File: src/rtl/ssled_scan.sv
// ssled_scan: multiplexed N-digit common-anode seven-segment scanner.
//   Ports: clk, rst_n (async active-low), n (nibble k -> digit k), dp (per-digit
//   decimal point), lzb (leading-zero blanking), blank (live force-dark),
//   seg {dp,g..a} active-low, an active-low one-hot-zero, frame_start pulse.
//   Optional macro SSLED_BRIGHTNESS_EN adds input bright[3:0] for PWM dimming.
// Latency: outputs registered; seg/an track the scan index in the same cycle
//   the prescaler enters a new slot. No backpressure.
module ssled_scan #(
  parameter int N_DIGITS = 4,
  parameter int SCAN_DIV = 50000,
  parameter int GUARD    = 16
) (
  input  logic                  clk,
  input  logic                  rst_n,
  input  logic [4*N_DIGITS-1:0] n,
  input  logic [N_DIGITS-1:0]   dp,
  input  logic                  lzb,
  input  logic                  blank,
`ifdef SSLED_BRIGHTNESS_EN
  input  logic [3:0]            bright,
`endif
  output logic [7:0]            seg,
  output logic [N_DIGITS-1:0]   an,
  output logic                  frame_start
);

  localparam int PW = (SCAN_DIV > 1) ? $clog2(SCAN_DIV) : 1;
  localparam int IW = $clog2(N_DIGITS);

  logic [PW-1:0]         presc, presc_nxt;
  logic [IW-1:0]         idx, idx_nxt;
  logic [4*N_DIGITS-1:0] sh_n, sh_n_nxt;
  logic [N_DIGITS-1:0]   sh_dp, sh_dp_nxt;
  logic                  sh_lzb, sh_lzb_nxt;
  logic                  tick, wrap;

  assign tick = (presc == PW'(SCAN_DIV - 1));
  assign wrap = tick && (idx == IW'(N_DIGITS - 1));

  // Everything visible is computed from next-state values and registered, so
  // the output pins line up exactly with the counter/shadow they depend on.
  always_comb begin
    presc_nxt  = tick ? '0 : presc + PW'(1);
    idx_nxt    = idx;
    if (tick) idx_nxt = wrap ? '0 : idx + IW'(1);
    sh_n_nxt   = wrap ? n   : sh_n;
    sh_dp_nxt  = wrap ? dp  : sh_dp;
    sh_lzb_nxt = wrap ? lzb : sh_lzb;
  end

`ifdef SSLED_BRIGHTNESS_EN
  logic [3:0] pwm_cnt, pwm_nxt;
  assign pwm_nxt = pwm_cnt + 4'd1;
  always_ff @(posedge clk or negedge rst_n) begin
    if (!rst_n) pwm_cnt <= 4'd0;
    else        pwm_cnt <= pwm_nxt;
  end
`endif

  logic [4*N_DIGITS-1:0] shifted;
  logic [3:0]            nib;
  logic                  hi_zero, blanked, guard, dark;
  logic [6:0]            dec;
  logic [7:0]            seg_nxt;
  logic [N_DIGITS-1:0]   an_nxt;

  always_comb begin
    // Shifting the selected nibble down to bit 0 also tells us whether this
    // digit and all more-significant ones are zero (leading-zero test).
    shifted = sh_n_nxt >> (4 * idx_nxt);
    nib     = shifted[3:0];
    hi_zero = (shifted == '0);
    blanked = sh_lzb_nxt && (idx_nxt != '0) && hi_zero;
    guard   = (presc_nxt < PW'(GUARD));
    case (nib)
      4'h0: dec = 7'b1000000;  4'h1: dec = 7'b1111001;
      4'h2: dec = 7'b0100100;  4'h3: dec = 7'b0110000;
      4'h4: dec = 7'b0011001;  4'h5: dec = 7'b0010010;
      4'h6: dec = 7'b0000010;  4'h7: dec = 7'b1111000;
      4'h8: dec = 7'b0000000;  4'h9: dec = 7'b0010000;
      4'hA: dec = 7'b0001000;  4'hB: dec = 7'b0000011;
      4'hC: dec = 7'b1000110;  4'hD: dec = 7'b0100001;
      4'hE: dec = 7'b0000110;  default: dec = 7'b0001110;
    endcase
    // A blanked leading digit keeps its decimal point.
    seg_nxt = guard ? 8'hFF : {~sh_dp_nxt[idx_nxt], (blanked ? 7'h7F : dec)};
    dark    = guard || blank;
`ifdef SSLED_BRIGHTNESS_EN
    dark    = dark || !(pwm_nxt < bright);
`endif
    an_nxt  = dark ? '1 : ~(N_DIGITS'(1) << idx_nxt);
  end

  always_ff @(posedge clk or negedge rst_n) begin
    if (!rst_n) begin
      presc       <= '0;
      idx         <= '0;
      sh_n        <= '0;
      sh_dp       <= '0;
      sh_lzb      <= 1'b0;
      seg         <= 8'hFF;
      an          <= '1;
      frame_start <= 1'b0;
    end else begin
      presc       <= presc_nxt;
      idx         <= idx_nxt;
      sh_n        <= sh_n_nxt;
      sh_dp       <= sh_dp_nxt;
      sh_lzb      <= sh_lzb_nxt;
      seg         <= seg_nxt;
      an          <= an_nxt;
      frame_start <= wrap;
    end
  end

endmodule

File: config.mk
export PLATFORM = sky130hd
export DESIGN_NAME = ssled_scan
export DESIGN_NICKNAME = d
export VERILOG_FILES = /design/src/rtl/ssled_scan.sv
export SDC_FILE = /design/constraint.sdc
export NUM_CORES = 1
export LEC_CHECK = 0
export BUFFER_PORTS_ARGS = -buffer_cell sky130_fd_sc_hd__buf_2
export CAP_MARGIN = 20
export CORE_AREA = 4 4 86 96
export DETAILED_ROUTE_END_ITERATION = 16
export DIE_AREA = 0 0 90 100
export GPL_ROUTABILITY_DRIVEN = 0
export PLACE_DENSITY = 0.52
export SYNTH_ARGS = -nofsm -noshare
export SYNTH_HDL_FRONTEND = slang
export SYNTH_SLANG_ARGS = --single-unit
File: constraint.sdc
create_clock -name clk -period 6.9 [get_ports clk]
set_input_delay 1.38 -clock clk [delete_from_list [all_inputs] [get_ports clk]]
set_output_delay 1.38 -clock clk [all_outputs]
set_load 0.02 [all_outputs]
[Yosys cells after proc, flatten, opt, wreduce, memory -nomap -nowiden]
Memories as Yosys holds them, arrays and structs flattened.
Index checks and enable logic that the tools add are counted.
Storage, ports and cells
  register bits: 52
  ROM bits: 112
  input bits: 24
  output and inout port bits: 13
  word-level logic and storage cells: 36
  memories kept: 1
Operators by class
  add/subtract/negate cells: 2
  magnitude comparators: 2
  eq/ne operators: 2
  shift operators: 2
  mux-type cells: 11
  bitwise gates (word level): 2
  reductions and logical operators: 6
Memories
  (no name shown): depth 16, width 7, read ports 1, clocked after memory_dff 0, wr ports 0, RTL line 75  | case (nib)
Operators with widths (count)
  $mux 16: 2
  $add 16x1->16 const B: 1
  $eq 16x16->1 const B: 1
  $logic_not 16->1: 1
  $lt 16x5->1 const B: 1
  $shr 16x4->16: 1
  $mux 4: 2
  $mux 8: 1
  $mux 7: 1
  $mux 2: 2
  $not 4->4: 1
  $shl 1x2->4 const A: 1
  $logic_and 1x1->1: 3
  $lt 2x3->1 const B: 1
  $add 2x1->2 const B: 1
  $bmux 1 s2: 1
  $eq 2x2->1 const B: 1
  $mux 1: 2
  $reduce_bool 2->1: 1
  $logic_or 1x1->1: 1
  $not 1->1: 1

[Logic depth before layout (Yosys ltp)]
Gate-level depths: netlist of the first run.
  depth in word-level cells: 9
  depth in mapped cells: 15
  depth with buffers taken out: 13

[Worst setup path after synthesis of the first run]
No wires, ideal clock.
  path kind: register to register
  start: reg presc[12]
  end: reg seg[4]
  arrival time: 3.276 ns
  slack: 3.525 ns
  stages on the path, launching flop included: 14
  path buffers: 1
  path through: dfrtp_1 > or4b_4 > nor4_4 > mux2i_1 > inv_4 > buf_12 > mux2i_1 > mux2i_1 > inv_1 > ha_1 > inv_1 > nor2_1 > o21ai_0 > o211ai_1
On the way
  word-level cells in the longest chain between the ends: 9
RTL lines
  start: declaration: RTL line 30  | logic [PW-1:0] presc, presc_nxt;
  start signal: assignment: RTL line 105  | presc <= presc_nxt;
  $eq 16x16->1 (*): RTL line 37  | assign tick = (presc == PW'(SCAN_DIV - 1));
  $logic_and 1x1->1: RTL line 38  | assign wrap = tick && (idx == IW'(N_DIGITS - 1));
  $mux 2: RTL line 45  | if (tick) idx_nxt = wrap ? '0 : idx + IW'(1);
  $mux 2 (*): RTL line 45
  net idx_nxt[1]: RTL line 31  | logic [IW-1:0] idx, idx_nxt;
  parallel branches: the longest is 3 deep, another holds $mem_v2 16x7
  $mux 7 (*): RTL line 86  | seg_nxt = guard ? 8'hFF : {~sh_dp_nxt[idx_nxt], (blanked ? 7'h7F : dec)};
  $mux 8 (*): RTL line 86
  net seg_nxt[4]: RTL line 64  | logic [7:0] seg_nxt;
  end signal: assignment: RTL line 110  | seg <= seg_nxt;
  end: declaration: RTL line 22  | output logic [7:0] seg,
Mark *: on every way through the listed nets, which the timed path passes.

[Final worst setup path of the first run]
  start: reg presc[12]
  end: reg seg[4]
On the way
  word-level cells in the longest chain between the ends: 9
RTL lines (RTL line)
  parallel branches: the longest is 8 deep, another holds $mem_v2 16x7
  $mux 8 (*): 86
  net seg_nxt[4]: 64
Marks and branches as above.

==> metrics, run 1 <==
cell family with most CP delay simple AND/OR/NAND/NOR gates; Hold Crit Depth 2; Max-cap violations 0; 1st-pass router iterations 4; data required time of the critical path ~7 ns; clk buf depth 2; Post-synth EDFFs 0; CP endpoint kind register; clk slew on worst S/H paths 0.10 ns; dominant cell type by area after synthesis dfrtp_1; row cnt 33; CTS Buf Count 5; hold endpoint sh_dp[0]; starting density of the core ~38%; Syn Nets 300; number of buffers added on ports 36; post-layout minimum cycle time between 4 and 5 ns; CP Max Fanout 24; crit-path most repeated cell mux2i_1; TritonCTS clock tree built; R2R Setup Slk 2.85 ns; # hold bufs at CTS 0; largest family of logic cells by synthesized area simple AND/OR/NAND/NOR gates; DR DRC count 0; FF+latch area 1320 µm²; Switching Share between 20% and 30%; Setup TNS Final 0 ns; drt total wl between 5000 and 6000 µm; final worst path period share roughly three fifths; via/cell ratio between 5 and 6; Final Max Slew Viols 0; Compound-Gate Fraction of Synth Area under 10%; # fillers 729; Combinational Power Share 7.1%; Seq cells post-synth between 50 and 60; remaining global-route overflow 0; die area 9000 µm²; via count 1,975; Worst Setup Start Kind register; largest net degree at the start of global routing 53; Post-Synthesis Cells ~270; initial antenna violation count 0; Die Span Y ~100 µm; post-CTS setup buffer count 0; fmax 0.247 GHz; Synth Area in Adders ~4%; vias in the first global route 2,047; relative slew slack between 20 and 30%; Netlist Area Pre-Place between 2000 and 3000 µm²; share of cells above drive strength 1 between 20 and 25%; H-tree depth 2; WS Path Type register to register; Core Util, Final a little over two fifths; Worst-Margin Slew between 1 and 1.5 ns; 1st-iter DRT viols between 70 and 80; YS warnings 0; wire per inst between 10 and 15 µm; slowest stage delay, CP ~1.0 ns; RSZ-0062 raised after global routing no; Clk network pwr share a little under two fifths; Net Sw Power between 0.1 and 0.15 mW; Yosys cell types around 50; multiplexer area fraction after synthesis about a tenth; Synth Area in Simple Gates roughly a fifth; Post-DP HPWL around 4300 µm; Internal 0.439 mW; multi-input logic area between 1000 and 1500 µm²; ranking of synthesized cells by area dfrtp_1 36%, dfstp_2 11%, mux2i_1 8.7%; worst path bufs/invs 2; final setup violating endpoints 0; Worst Skew around 0.011 ns; clock root buffer clkbuf_8; share of Yosys cell area claimed by the top area cell type 36.3%; R2R Path End seg[4]; Post-Synth XOR/XNOR Area 4.76%; Pleak about 1.5 nW; min-delay src sh_dp[0]; Core Area 7310 µm²; Final #Nets 336; worst reg2reg path depth 11; clk_lat worst skew 0.31 ns; pwr/cell area about 190 nW/µm²; synthesis-to-finish area growth 12.0%; GRT Total Usage between 10 and 15%; Most used DFF post-synth dfrtp_1; Final Hold Violating Endpoints 0; syn avg cell area 10.3 µm²; first-pass GRT wire length roughly 10000 µm; # diodes 0; clock sink total between 50 and 60; Final ANT Viol Nets 0; Cell Chain, Critical Path or4b_4 > or4_1 > mux2i_1 > mux2i_1 > mux2i_1 > inv_1 > ha_1 > inv_1 > nor2_1 > o21ai_0 > o211ai_1; Die W roughly 90 µm; FFs w/ async S/R, synth between 90% and 100%; Reg power frac a little under three fifths; VDD IR-drop max 0.0784 mV; status complete, no violations; IO Count 37; CP arrival roughly 4.3 ns; CTS resizes 0; Critical-path top delay cell or4_1; R2R Path Start presc[12]; Hold Crit Class register to register; Seq/Total Area, Yosys a little under half
==> worst reg2reg max path, delay by kind of cell (launching register included) <==
kind / cells / cell delay, ns
flip-flops: 1 / 0.46
AND/OR/NAND/NOR: 3 / 1.66
multiplexers: 3 / 1.02
adder cells (fa/ha/maj): 1 / 0.24
AO/OA/AOI/OAI: 2 / 0.34
buffers and inverters: 2 / 0.25
==> worst max-delay path by stage <==
stage | slack [ns] | to | cells after the start | startpoint
floorplan | 3.52 | seg[4] | 13 | presc[12]
global placement | 2.86 | seg[4] | 11 | presc[12]
detailed placement | 2.82 | seg[4] | 11 | presc[12]
CTS | 2.81 | seg[4] | 11 | presc[12]
global route | 2.51 | seg[4] | 11 | presc[12]
finish | 2.85 | seg[4] | 11 | presc[12]
==> flip-flops by register name, summed over array words and instances, names as in the netlist <==
| register | cells |
|---|---|
| seg | 8 |
| idx | 2 |
| presc | 16 |
| an | 4 |
| sh_n | 16 |
| sh_dp | 4 |
| sh_lzb | 1 |
| frame_start | 1 |
==> cell usage after synthesis, drive strengths merged, types with 2 or more instances <==
library cell,n
nand2,43
dfrtp,40
mux2i,25
inv,18
nor2,15
dfstp,12
a21oi,11
nand3,10
xor2,10
ha,9
nor4,9
o21ai,8
buf,7
nand4,5
or3,5
xnor2,5
nor3,4
o211ai,4
or4,3
a211o,2
and2,2
clkbuf,2
mux2,2
nor2b,2
o221ai,2
or4b,2
==> cells by family (layout without fill, tap and decap cells) <==
logic type / after synthesis / after routing
AND/OR/NAND/NOR: 104 / 104
XOR/XNOR: 15 / 15
flip-flops: 52 / 52
adder cells (fa/ha/maj): 9 / 9
multiplexers: 27 / 27
buffers and inverters: 27 / 64
AO/OA/AOI/OAI: 33 / 33
==> per-stage QoR <==
| stage | setup WS (ns) | cell area (µm²) | total power [mW] | hold slack [ns] | cells |
|---|---|---|---|---|---|
| after floorplan | 3.52 | 2760 | 0.343 | 0.431 | 267 |
| after global routing | 2.51 | 3090 | 0.599 | 0.504 | 391 |
| after detailed placement | 2.82 | 2970 | 0.365 | 0.451 | 383 |
| after CTS | 2.81 | 3090 | 0.582 | 0.474 | 391 |
| final | 2.85 | 3090 | 0.573 | 0.476 | 391 |
| after global placement | 2.86 | 2970 | 0.365 | 0.443 | 383 |
==> power by group through the flow <==
stage | Clock (mW) | Combinational, mW | Sequential [mW]
global route | 0.234 | 0.0464 | 0.318
detailed placement | 0 | 0.0418 | 0.323
finish | 0.216 | 0.0407 | 0.317
CTS | 0.223 | 0.0418 | 0.317
global placement | 0 | 0.0418 | 0.323
floorplan | 0 | 0.0165 | 0.327
==> layout by cell type, fill, tap and decap left out, drive strengths merged, types with 5 or more instances in the layout <==
master   n
a21oi   11
buf     38
clkbuf   5
dfrtp   40
dfstp   12
ha       9
inv     18
mux2i   25
nand2   43
nand3   10
nand4    5
nor2    15
nor4     9
o21ai    8
or3      5
xnor2    5
xor2    10
==> layer usage <==
metal / vias to the layer above / global-route usage, % / wire, µm
li1: 1002 / - / -
met1: 933 / 17.9 / 2710
met2: 31 / 23.6 / 2780
met3: 9 / 2.55 / 174
met4: 0 / 4.71 / 98
met5: - / 0 / 0
==> final cells by class <==
class	instances	area share, %
clock inverter	3	1.54
tap	87	3.52
inverter	18	2.27
multi-input combinational	188	41.5
clock buffer	5	2.23
timing repair buffer	38	6.32
sequential	52	42.6
Power figures use the tool's default switching activity.
==> inputs of run 2 (changes only) <==
--- a/config.mk
+++ b/config.mk
@@ -11,7 +11,7 @@
 export DETAILED_ROUTE_END_ITERATION = 16
 export DIE_AREA = 0 0 90 100
 export GPL_ROUTABILITY_DRIVEN = 0
-export PLACE_DENSITY = 0.52
+export PLACE_DENSITY = 0.54
 export SYNTH_ARGS = -nofsm -noshare
 export SYNTH_HDL_FRONTEND = slang
 export SYNTH_SLANG_ARGS = --single-unit
==> constraint.sdc (replaced) <==
create_clock -name clk -period 3.5 [get_ports clk]
set_input_delay 0.7 -clock clk [delete_from_list [all_inputs] [get_ports clk]]
set_output_delay 0.7 -clock clk [all_outputs]
set_load 0.02 [all_outputs]
==> run 2 against run 1 <==
Against the previous run:
- final area grew 4.6%
- non-clock buffer count is 19 higher
- register-to-register slack got worse by 2.7 ns
- routed wire length rose by 5.0%
- global-route usage up 0.28 points
- first-iteration DRC count is 14% lower
- largest cell class unchanged
- highest routed layer unchanged
==> metrics, run 2 (synthesized netlist as in run 1, its figures left out) <==
status complete, no violations; clk_lat worst skew 0.32 ns (about the same); clk buf depth 2 (unchanged); Setup TNS Final 0 ns (unchanged); # diodes 0 (unchanged); CP arrival 3.54 ns (-0.73 ns); CP Max Fanout 7 (-71%); Hold Crit Class primary input to asynchronous set/reset pin; Reg power frac 58.2% (+2.9 points); Net Sw Power 0.276 mW (+110%); first-pass GRT wire length 10,300 µm (+3.2%); FF+latch area 1320 µm² (unchanged); TritonCTS clock tree built; WS Path Type register to register; H-tree depth 2 (unchanged); remaining global-route overflow 0 (unchanged); Core Area 7310 µm² (unchanged); Final Max Slew Viols 0 (unchanged); wire per inst 14.8 µm (+0.12%); # fillers 714 (-2.1%); Die W 90 µm (unchanged); Pleak 1.53 nW (+5.1%); crit-path most repeated cell nand2_1; IO Count 37 (unchanged); Combinational Power Share 7.8% (+0.7 points); top flop regs presc: 16 flops, sh_n: 16 flops, seg: 8 flops; Switching Share 25.7% (+2.3 points); Internal 0.797 mW (+81%); initial antenna violation count 0 (unchanged); # hold bufs at CTS 0 (unchanged); Cell Chain, Critical Path or4b_4 > or4_4 > buf_4 > nand2_1 > nand2_1 > mux2_2 > a21oi_4 > inv_1 > ha_1 > nor2_1 > o2bb2ai_1 > o21ai_1; VDD IR-drop max 0.164 mV (+110%); Critical-path top delay cell or4_4; Clk network pwr share 34.0% (-3.6 points); DR DRC count 0 (unchanged); post-CTS setup buffer count 0 (unchanged); Die Span Y 100 µm (unchanged); share of cells above drive strength 1 29.7% (+5.7 points); row cnt 33 (unchanged); vias in the first global route 2,126 (+3.9%); relative slew slack 51.9% (+23 points); post-layout minimum cycle time 3.31 ns (-0.739 ns); starting density of the core 37.8% (unchanged); clk slew on worst S/H paths 0.11 ns (about the same); pwr/cell area 332 nW/µm² (+79%); Post-DP HPWL 4560 µm (+6.3%); via/cell ratio 5.09 (+0.77%); Final Hold Violating Endpoints 0 (unchanged); most frequent cells in the layout 42 x nand2_1, 40 x dfrtp_1, 36 x buf_2, 22 x mux2i_1, 21 x buf_4; clock root buffer clkbuf_8; die area 9000 µm² (unchanged); Max-cap violations 0 (unchanged); cell family with most CP delay simple AND/OR/NAND/NOR gates; via count 2,087 (+5.7%); 1st-iter DRT viols 64 (-14%); CTS Buf Count 5 (unchanged); RSZ-0062 raised after global routing no; final worst path period share 94.6% (+36 points); drt total wl 6050 µm (+5.0%); Worst Setup Start Kind register; largest net degree at the start of global routing 31 (-42%); fmax 0.302 GHz (+22%); slowest stage delay, CP 0.60 ns (-0.43 ns); Worst Skew 0.0184 ns (+0.00745 ns); multi-input logic area 1310 µm² (+1.9%); CP endpoint kind register; synthesis-to-finish area growth 17.1%; final setup violating endpoints 0 (unchanged); Hold WS 0.403 ns (-0.0729 ns); number of buffers added on ports 36 (unchanged); GRT Total Usage 14.1% (+0.28 points); 1st-pass router iterations 4 (unchanged); worst path bufs/invs 2 (unchanged); Final #Nets 355 (+5.7%); Worst-Margin Slew 0.716 ns (-0.348 ns); commonest non-fill, non-tap cell in the layout nand2_1; CTS resizes 0 (unchanged); data required time of the critical path 3.73 ns (-3.39 ns); clock sink total 52 (unchanged); Final ANT Viol Nets 0 (unchanged)
-- run 2: changes by cell type in the layout (fill, tap and decap cells not counted), sizes merged --
| cell | before | now |
|---|---|---|
| bufinv | 1 | 0 |
| inv | 18 | 19 |
| buf | 38 | 57 |
-- run 2: final timing paths --
kind / start / to / slack, ns / cells after the start
min in group clk: sh_n[1] / sh_n[1] / 0.48 / 2
min: rst_n / presc[2] / 0.40 / 1
min reg2reg: sh_n[1] / sh_n[1] / 0.48 / 2
max: presc[11] / seg[0] / 0.19 / 12
max in group asynchronous: rst_n / seg[2] / 2.26 / 2
max reg2reg: presc[11] / seg[0] / 0.19 / 12
-- run 2: worst register-to-register path: stages (launching register included) --
cell and delay, ns:
dfrtp_1 0.41, or4b_4 0.58, or4_4 0.60, buf_4 0.20, nand2_1 0.07, nand2_1 0.05
mux2_2 0.29, a21oi_4 0.26, inv_1 0.14, ha_1 0.26, nor2_1 0.15, o2bb2ai_1 0.13
o21ai_1 0.08
-- run 2: area by class of cell --
type                       count  share of cell area [%]
tap                           87                    3.37
timing repair buffer          57                    10.4
sequential                    52                    40.7
multi-input combinational    188                    40.5
clock inverter                 3                   0.697
inverter                      18                    2.17
clock buffer                   5                    2.13
-- run 2: stage by stage --
step           utilization, %  instance area (µm²)  instances  total power, mW  setup WS [ns]
3_5_place_dp             42.6                 3120        402            0.721         0.0512
5_1_grt                  44.2                 3230        410             1.12        0.00486
2_1_floorplan               -                 2760        267            0.677          0.125
6_report                 44.2                 3230        410             1.07          0.188
3_3_place_gp             42.6                 3120        402            0.721          0.118
4_1_cts                  43.9                 3210        410             1.08         0.0335
-- run 2: power by group through the flow --
stage                     registers (mW)  logic (mW)  clock network [mW]
after floorplan                    0.645      0.0326                   0
after global placement             0.636      0.0849                   0
after detailed placement           0.636      0.0853                   0
after CTS                          0.625      0.0854               0.374
after global routing               0.626      0.0961               0.402
final                              0.624      0.0838               0.365
-- run 2: layer usage --
metal	up-vias	routed length, µm	track usage [%]
li1	1038	-	-
met2	33	2940	24.0
met3	6	185	3.07
met4	0	77	4.24
met5	-	0	0
met1	1010	2840	18.3
==> inputs of run 3 (changes only) <==
--- a/config.mk
+++ b/config.mk
@@ -12,6 +12,7 @@
 export DIE_AREA = 0 0 90 100
 export GPL_ROUTABILITY_DRIVEN = 0
 export PLACE_DENSITY = 0.54
+export RECOVER_POWER = 100
 export SYNTH_ARGS = -nofsm -noshare
 export SYNTH_HDL_FRONTEND = slang
 export SYNTH_SLANG_ARGS = --single-unit
==> run 3 against run 2 <==
Against the previous run:
- the run now ends with max-capacitance violations, max-slew violations left
- maximum frequency is 0.39% higher
- non-clock buffer count stayed put
- cell count stayed put
- sequential power hardly changed
- register-to-register slack hardly changed
- clock skew hardly changed
- core utilization is 0.63 points lower
==> metrics, run 3 (synthesized netlist as in run 1, its figures left out) <==
row cnt 33 (unchanged); final worst path period share 94.3% (-0.37 points); Die Span Y 100 µm (unchanged); H-tree depth 2 (unchanged); Final Hold Violating Endpoints 0 (unchanged); post-CTS setup buffer count 0 (unchanged); clk_lat worst skew 0.32 ns (about the same); post-layout minimum cycle time 3.30 ns (-0.0128 ns); DR DRC count 0 (unchanged); via/cell ratio 5.11 (+0.48%); hold endpoint sh_n[1]; GRT Total Usage 14.1% (unchanged); relative slew slack -8.17% (-60 points); Hold Crit Depth 2; Final ANT Viol Nets 0 (unchanged); WS Path Type register to register; Final #Nets 355 (unchanged); CP Max Fanout 7 (unchanged); min-delay src sh_n[1]; final setup violating endpoints 0 (unchanged); vias in the first global route 2,126 (unchanged); # diodes 0 (unchanged); CP endpoint kind register; drt total wl 6050 µm (about the same); pwr/cell area 335 nW/µm² (+1.1%); data required time of the critical path 3.73 ns (about the same); 1st-pass router iterations 4 (unchanged); most frequent cells in the layout 42 x nand2_1, 40 x dfrtp_1, 23 x mux2i_1, 22 x buf_2, 19 x clkbuf_1; TritonCTS clock tree built; commonest non-fill, non-tap cell in the layout nand2_1; R2R Setup Slk 0.20 ns (about the same); clk slew on worst S/H paths 0.10 ns (about the same); fmax 0.303 GHz (+0.39%); clock sink total 52 (unchanged); Hold Crit Class register to register; Post-DP HPWL 4560 µm (unchanged); remaining global-route overflow 0 (unchanged); RSZ-0062 raised after global routing no; via count 2,097 (+0.48%); 1st-iter DRT viols 73 (+14%); clock root buffer clkbuf_8; wire per inst 14.7 µm (about the same); Final Max Slew Viols 31 (+31); first-pass GRT wire length 10,300 µm (unchanged); IO Count 37 (unchanged); Core Area 7310 µm² (unchanged); top flop regs presc: 16 flops, sh_n: 16 flops, seg: 8 flops; initial antenna violation count 0 (unchanged); Placed Area 3120 µm² (unchanged); Max-cap violations 1 (+1); clk buf depth 2 (unchanged); worst reg2reg path depth 12 (unchanged); Setup TNS Final 0 ns (unchanged); R2R Path Start presc[11]; VDD IR-drop max 0.163 mV (-0.50%); Pleak 1.47 nW (-3.6%); Worst Setup Start Kind register; CP arrival 3.53 ns (about the same); status complete, but fails checks; design area 3190 µm² (-1.4%); Worst-Margin Slew 1.62 ns (+0.907 ns); Worst Skew 0.0182 ns (-0.000195 ns); share of cells above drive strength 1 22.9% (-6.8 points); die area 9000 µm² (unchanged); R2R Path End seg[0]; number of buffers added on ports 36 (unchanged); starting density of the core 37.8% (unchanged); failing checks max-capacitance violations, max-slew violations; Die W 90 µm (unchanged); synthesis-to-finish area growth 15.5%; largest net degree at the start of global routing 31 (unchanged); Core Util, Final 43.6% (-0.63 points); CTS Buf Count 5 (unchanged)
==> run 3: changes by cell type in the layout (fill, tap and decap cells not counted), sizes merged <==
cell / delta
buf: -19
clkbuf: +19
==> run 3: repair_timing <==
action / 4_1_cts / 5_1_grt
resized for setup: 0 / 5
setup endpoints to repair: 0 / 7
hold buffers: 0 / 0
==> run 3: how the worst max path moves through the flow <==
stage / from / end / slack [ns] / cells past startpoint
6_report: presc[11] / seg[0] / 0.20 / 12
3_3_place_gp: presc[11] / seg[0] / 0.12 / 12
3_5_place_dp: presc[11] / seg[3] / 0.05 / 12
2_1_floorplan: presc[12] / seg[4] / 0.12 / 13
4_1_cts: presc[11] / seg[3] / 0.03 / 12
5_1_grt: presc[11] / seg[1] / 0.01 / 11
==> run 3: layer usage <==
layer / wire length [µm] / track usage [%]
met2: 2940 / 24.0
met3: 169 / 3.07
met5: 0 / 0
met1: 2860 / 18.3
met4: 77 / 4.24
==> run 3: metrics by stage <==
step / instances / setup slack, ns / total power [mW] / hold slack, ns
2_1_floorplan: 267 / 0.125 / 0.677 / 0.404
3_3_place_gp: 402 / 0.118 / 0.721 / 0.448
3_5_place_dp: 402 / 0.0512 / 0.721 / 0.450
4_1_cts: 410 / 0.0335 / 1.08 / 0.441
5_1_grt: 410 / 0.0125 / 1.12 / 0.489
6_report: 410 / 0.200 / 1.07 / 0.472
==> run 3: worst max-delay path, cell delays in order, from the launching register on <==
cell	delay [ns]
dfrtp_1	0.41
or4b_4	0.58
or4_4	0.59
buf_4	0.19
nand2_1	0.07
nand2_1	0.05
mux2_2	0.29
a21oi_4	0.25
inv_1	0.14
ha_1	0.25
nor2_1	0.15
o2bb2ai_1	0.13
o21ai_1	0.08
==> run 3: where the power goes <==
part / internal, mW / switching, mW
Clock: 0.144 / 0.219
Sequential: 0.620 / 0.00487
Combinational: 0.0304 / 0.0503
Total: 0.794 / 0.275
==> run 3: layout make-up <==
cell class	instances	area (µm²)
Fill cell	729	4120
Clock buffer	5	68.8
Timing Repair Buffer	57	302
Sequential cell	52	1320
Clock inverter	3	22.5
Multi-Input combinational cell	188	1300
Tap cell	87	109
Inverter	18	70.1
